## config.mk

```make
export PLATFORM = sky130hd
export DESIGN_NAME = timer_bank
export DESIGN_NICKNAME = d
export VERILOG_FILES = /design/src/rtl/timer_pkg.sv /design/src/rtl/timer_channel.sv /design/src/rtl/timer_bank.sv
export SDC_FILE = /design/constraint.sdc
export NUM_CORES = 1
export LEC_CHECK = 0
export CORE_UTILIZATION = 25
export DETAILED_ROUTE_END_ITERATION = 6
export GPL_ROUTABILITY_DRIVEN = 0
export HOLD_SLACK_MARGIN = 0.06
export SLEW_MARGIN = 20
export SYNTH_ARGS = -nofsm -noshare
export SYNTH_HDL_FRONTEND = slang
export SYNTH_HIERARCHICAL = 1
export SYNTH_SLANG_ARGS = --single-unit
```

## constraint.sdc

```tcl
create_clock -name CLOCK_50 -period 2.9 [get_ports CLOCK_50]
set_clock_uncertainty 0.1 [all_clocks]
set_input_delay 0.725 -clock CLOCK_50 [delete_from_list [all_inputs] [get_ports CLOCK_50]]
set_output_delay 0.725 -clock CLOCK_50 [all_outputs]
set_load 0.005 [all_outputs]
```

## src/rtl/timer_pkg.sv

```systemverilog
// Shared definitions for the timer bank: channel state encoding and
// a clog2 helper used to size the prescaler.
package timer_pkg;

  localparam logic ST_IDLE = 1'b0;
  localparam logic ST_RUN  = 1'b1;

  // Bits needed to count 0..v-1, never less than 1
  function automatic int unsigned clog2(input int unsigned v);
    int unsigned r;
    r = 0;
    for (int unsigned i = 0; i < 32; i++) begin
      if ((64'd1 << i) < 64'(v)) r = i + 1;
    end
    return (r == 0) ? 1 : r;
  endfunction

endpackage

```

## src/rtl/timer_channel.sv

```systemverilog
// One countdown timer channel.
// Ports: clk, rst (async, active-high), tick (count enable), load/val
// (latch reload value and counter), start, stop, periodic (auto-reload
// mode) in; counter, running, timeout (one-cycle pulse), expired (sticky) out.
module timer_channel
  import timer_pkg::*;
#(
  parameter int unsigned CNT_W = 32
) (
  input  logic             clk,
  input  logic             rst,
  input  logic             tick,
  input  logic             load,
  input  logic [CNT_W-1:0] val,
  input  logic             start,
  input  logic             stop,
  input  logic             periodic,
  output logic [CNT_W-1:0] counter,
  output logic             running,
  output logic             timeout,
  output logic             expired
);

  logic             r_state;
  logic [CNT_W-1:0] r_cnt;
  logic [CNT_W-1:0] r_reload;
  logic             r_expired;
  logic             r_timeout;

  logic             w_state_nxt;
  logic [CNT_W-1:0] w_cnt_nxt;
  logic [CNT_W-1:0] w_reload_nxt;
  logic             w_expired_nxt;
  logic             w_timeout_nxt;

  // State and datapath registers
  always_ff @(posedge clk or posedge rst) begin
    if (rst) begin
      r_state   <= ST_IDLE;
      r_cnt     <= '0;
      r_reload  <= '0;
      r_expired <= 1'b0;
      r_timeout <= 1'b0;
    end else begin
      r_state   <= w_state_nxt;
      r_cnt     <= w_cnt_nxt;
      r_reload  <= w_reload_nxt;
      r_expired <= w_expired_nxt;
      r_timeout <= w_timeout_nxt;
    end
  end

  // Next state, priority load > stop > start > tick
  always_comb begin
    w_state_nxt   = r_state;
    w_cnt_nxt     = r_cnt;
    w_reload_nxt  = r_reload;
    w_expired_nxt = r_expired;
    w_timeout_nxt = 1'b0;
    if (load) begin
      w_reload_nxt  = val;
      w_cnt_nxt     = val;
      w_state_nxt   = ST_IDLE;
      w_expired_nxt = 1'b0;
    end else if (stop) begin
      w_state_nxt = ST_IDLE;
    end else if (start && (r_state == ST_IDLE) &&
                 ((r_cnt != '0) || (r_reload != '0))) begin
      // An exhausted counter restarts from the reload value, so RUN never holds 0
      if (r_cnt == '0) w_cnt_nxt = r_reload;
      w_state_nxt   = ST_RUN;
      w_expired_nxt = 1'b0;
    end else if (tick && (r_state == ST_RUN)) begin
      if (r_cnt == CNT_W'(1)) begin
        w_timeout_nxt = 1'b1;
        w_expired_nxt = 1'b1;
        if (periodic) begin
          w_cnt_nxt = r_reload;
        end else begin
          w_cnt_nxt   = '0;
          w_state_nxt = ST_IDLE;
        end
      end else begin
        w_cnt_nxt = r_cnt - CNT_W'(1);
      end
    end
  end

  // Outputs come straight from registers
  always_comb begin
    counter = r_cnt;
    running = (r_state == ST_RUN);
    timeout = r_timeout;
    expired = r_expired;
  end

endmodule

```

## src/rtl/timer_bank.sv

```systemverilog
// Bank of independent countdown timers sharing one prescaler.
// Ports: CLOCK_50, frame_reset (async, active-high); per-channel load,
// reload_val (CNT_W-bit slice per channel), start, stop, periodic in;
// per-channel counter, running, timeout, expired out.
module timer_bank
  import timer_pkg::*;
#(
  parameter int unsigned NUM_CH   = 4,
  parameter int unsigned CNT_W    = 32,
  parameter int unsigned PRESCALE = 1
) (
  input  logic                      CLOCK_50,
  input  logic                      frame_reset,
  input  logic [NUM_CH-1:0]         load,
  input  logic [NUM_CH*CNT_W-1:0]   reload_val,
  input  logic [NUM_CH-1:0]         start,
  input  logic [NUM_CH-1:0]         stop,
  input  logic [NUM_CH-1:0]         periodic,
  output logic [NUM_CH*CNT_W-1:0]   counter,
  output logic [NUM_CH-1:0]         running,
  output logic [NUM_CH-1:0]         timeout,
  output logic [NUM_CH-1:0]         expired
);

  localparam int unsigned PS_W = clog2(PRESCALE);

  logic [PS_W-1:0] r_presc;
  logic            w_tick;

  // Tick on the last prescaler count; with PRESCALE=1 this is always true
  assign w_tick = (r_presc == PS_W'(PRESCALE - 1));

  // Free-running shared prescaler
  always_ff @(posedge CLOCK_50 or posedge frame_reset) begin
    if (frame_reset) begin
      r_presc <= '0;
    end else if (w_tick) begin
      r_presc <= '0;
    end else begin
      r_presc <= r_presc + PS_W'(1);
    end
  end

  // One channel per bit of the control vectors
  for (genvar gi = 0; gi < int'(NUM_CH); gi++) begin : g_ch
    timer_channel #(
      .CNT_W(CNT_W)
    ) u_ch (
      .clk     (CLOCK_50),
      .rst     (frame_reset),
      .tick    (w_tick),
      .load    (load[gi]),
      .val     (reload_val[gi*CNT_W +: CNT_W]),
      .start   (start[gi]),
      .stop    (stop[gi]),
      .periodic(periodic[gi]),
      .counter (counter[gi*CNT_W +: CNT_W]),
      .running (running[gi]),
      .timeout (timeout[gi]),
      .expired (expired[gi])
    );
  end

endmodule

```

==> metrics.txt <==
synthesized area 0.0153 mm²; Seq/Total Area, Yosys 0.439; status complete, but fails checks; Synth async-reset ratio 1.00; sequential power share 0.367; total wire length 57,500 µm; Worst Hold Launch g_ch[2].u_ch/r_reload[30]$_DFFE_PP0P_; WS Path Type reg2reg; Filler cells 6,045; Synth top area share 0.439; fin util 0.374; crit path DAT 3.43 ns; internal reg-to-reg setup slack -0.22 ns; wire per inst 19.3 µm; Die W 249 µm; failing checks negative setup slack; final critical-path setup slack -0.219 ns; pwr/cell area 558 mW/mm²; HPWL Detailed 42,800 µm; Gate power share 0.257; Starting DRT DRC Count 1,429; Commonest cells post-synth dfrtp_1, nand2_1, o21ai_0; Die Ht 249 µm; routed via count 15,900; r2r worst-path depth 8; crit path launch type flip-flop; Slowest cell on crit path or4_4; Antenna Violating Nets Remaining 0; CP Data Required Time 3.21 ns; Primary FF master, synth dfrtp_1; Post-Syn Instances 1,646; max incr delay on CP 0.55 ns; Hold Path End g_ch[2].u_ch/r_reload[30]$_DFFE_PP0P_; TritonCTS clock tree done; Hold Vio Cnt, Final 0; Tot Pwr 0.0126 W; Netlist cell types 86; First-pass DRT Iterations 6; CP top delay family simple AND/OR/NAND/NOR gates; initial antenna violation count 0; setup violators final 32; Rows 90; CP Max Fanout 31; Worst-path clk slew 0.06 ns; # placed instances 2,892; dpl ws -0.292 ns; worst hold stages 1; GRT Overall Usage 0.180; area of the core 0.0604 mm²; Worst Hold Class reg2reg; switching fraction of total power 0.298; nets 2,318; die area 0.0621 mm²; Max IR drop VDD 0.404 mV; Buffers on Ports 285; EDFF count, synth 0; post-layout minimum cycle time 3.12 ns; clock sinks 268; RSZ-0062 raised after global routing yes; largest net degree at the start of global routing 68; Lkg Pwr 9.13 nW; Initial Util 0.253; Crit. End Element flip-flop; Clk network pwr share 0.376; Int Pwr 0.00885 W; Clock Path Buffers 3; first-pass GRT wire length 91,000 µm; Slew headroom 0.537; antenna cell count 0; share of cells above drive strength 1 0.251; most frequent CP cell or4_4; Worst-Margin Slew 0.695 ns; htree depth 2; WP buf/inv 1; Yosys top cell by area dfrtp_1; Worst R2R End g_ch[3].u_ch/counter[30]$_DFFE_PP0P_; drt via density 5.35; Max-cap violations 0; Switch Pwr 0.00376 W; CTS root buffer clkbuf_16; synthesis-stage register bit count 268; Area Growth Syn to Fin 48.0%; final hold slack 0.410 ns; fmax 321 MHz; vias in the first global route 16,100; boundary pin count 286; Skew-Pair Late Insertion Delay 0.54 ns; Slew Limit Fails 0; GR Overflow Total 0; Final Non-Filler Cells 2,971; Post-CTS Hold Buffers 0; top-count cell post-synth dfrtp_1; cell chain of the critical path or4_4, or3_4, or4_4, or4b_4, and2_4, buf_12, a21oi_1, o22ai_1; Avg Synthesized Cell Area 9.27 µm²; Synthesis Warnings 6; largest cells by area after synthesis dfrtp_1, mux2_2, o21ai_0; Residual DRC 0; fin crit share 1.08; FF-to-FF Start g_ch[3].u_ch/counter[23]$_DFFE_PP0P_; TritonCTS buffer count 35
## power by group through the flow
stage	clock network [W]	logic, W	registers (W)
floorplan	0	0.00126	0.00467
global placement	0	0.00307	0.00466
detailed placement	0	0.00311	0.00467
CTS	0.00487	0.00316	0.00461
global route	0.00501	0.00349	0.00469
finish	0.00474	0.00324	0.00463
## cell families (layout without fill, tap and decap cells)
| family | after synthesis | after routing | share of synthesized area |
|---|---|---|---|
| compound gates | 509 | 509 | 0.229 |
| xor+xnor | 4 | 4 | 0.00229 |
| fa+ha+maj | 8 | 8 | 0.00656 |
| buf+inv | 193 | 726 | 0.0517 |
| flops | 268 | 268 | 0.439 |
| mux | 87 | 87 | 0.0639 |
| other cells | 1 | 11 | 0.000246 |
| simple gates | 576 | 576 | 0.207 |
## how the worst max path moves through the flow
stage	start	endpoint	depth (start not counted)
finish	g_ch[3].u_ch/counter[23]$_DFFE_PP0P_	g_ch[3].u_ch/counter[30]$_DFFE_PP0P_	8
global route	g_ch[3].u_ch/counter[23]$_DFFE_PP0P_	g_ch[3].u_ch/counter[30]$_DFFE_PP0P_	8
CTS	g_ch[3].u_ch/counter[23]$_DFFE_PP0P_	g_ch[3].u_ch/counter[30]$_DFFE_PP0P_	8
detailed placement	g_ch[3].u_ch/counter[23]$_DFFE_PP0P_	g_ch[3].u_ch/counter[30]$_DFFE_PP0P_	8
global placement	g_ch[3].u_ch/counter[23]$_DFFE_PP0P_	g_ch[3].u_ch/counter[21]$_DFFE_PP0P_	8
floorplan	g_ch[3].u_ch/counter[23]$_DFFE_PP0P_	g_ch[3].u_ch/counter[17]$_DFFE_PP0P_	9
## final cells by class
class / instances / area, µm² / share of cell area
Clock buffer: 46 / 1000 / 0.0442
Clock inverter: 16 / 244 / 0.0108
Inverter: 98 / 368 / 0.0163
Multi-Input combinational cell: 1195 / 8180 / 0.362
Sequential cell: 268 / 6710 / 0.297
Tap cell: 782 / 978 / 0.0433
Timing Repair Buffer: 566 / 5120 / 0.227
## stage by stage
step	instance area (µm²)	TNS (ns)
finish	22600	-5.32
floorplan	15300	-6.12
global placement	20900	-5.87
detailed placement	20900	-7.63
global route	22600	-7.47
CTS	22300	-5.16
## repair_timing
item | in CTS | in global routing
resized for setup | 27 | 52
setup buffers | 5 | 11
endpoints found under the setup margin | 46 | 92
gates cloned | 0 | 1
pin swaps | 15 | 21
## layer usage
| layer | part of all wire | routed length (µm) | GRT usage |
|---|---|---|---|
| met1 | 0.43 | 24400 | 0.234 |
| met2 | 0.48 | 27400 | 0.299 |
| met3 | 0.066 | 3820 | 0.0321 |
| met4 | 0.032 | 1830 | 0.0665 |
| met5 | 0 | 0 | 0 |
## layout by cell type (no fill, tap or decap), types with 12 or more instances in the layout
master	instances
clkdlybuf4s50_1	281
dfrtp_1	268
buf_4	258
nand2_1	139
o21ai_0	110
nor2_1	104
inv_1	91
mux2_2	84
nor3_1	64
nor4_1	61
a21oi_1	60
clkbuf_16	37
o21ai_1	33
o22ai_1	31
a221oi_1	27
a31oi_1	24
a22o_1	24
nand3_1	23
or4_1	20
a222oi_1	19
a211oi_1	17
a22oi_1	17
a221o_1	16
or3_1	16
and2_1	16
nand4_1	15
o211ai_1	15
nand2b_1	13
nor4_2	12
o31ai_1	12
## registers in the layout, summed over array words and instances, names as in the netlist
name and count:
g_ch.u_ch/counter 128, g_ch.u_ch/running 4, g_ch.u_ch/r_reload 128, g_ch.u_ch/timeout 4, g_ch.u_ch/expired 4
(Power assumes the default switching activity.)
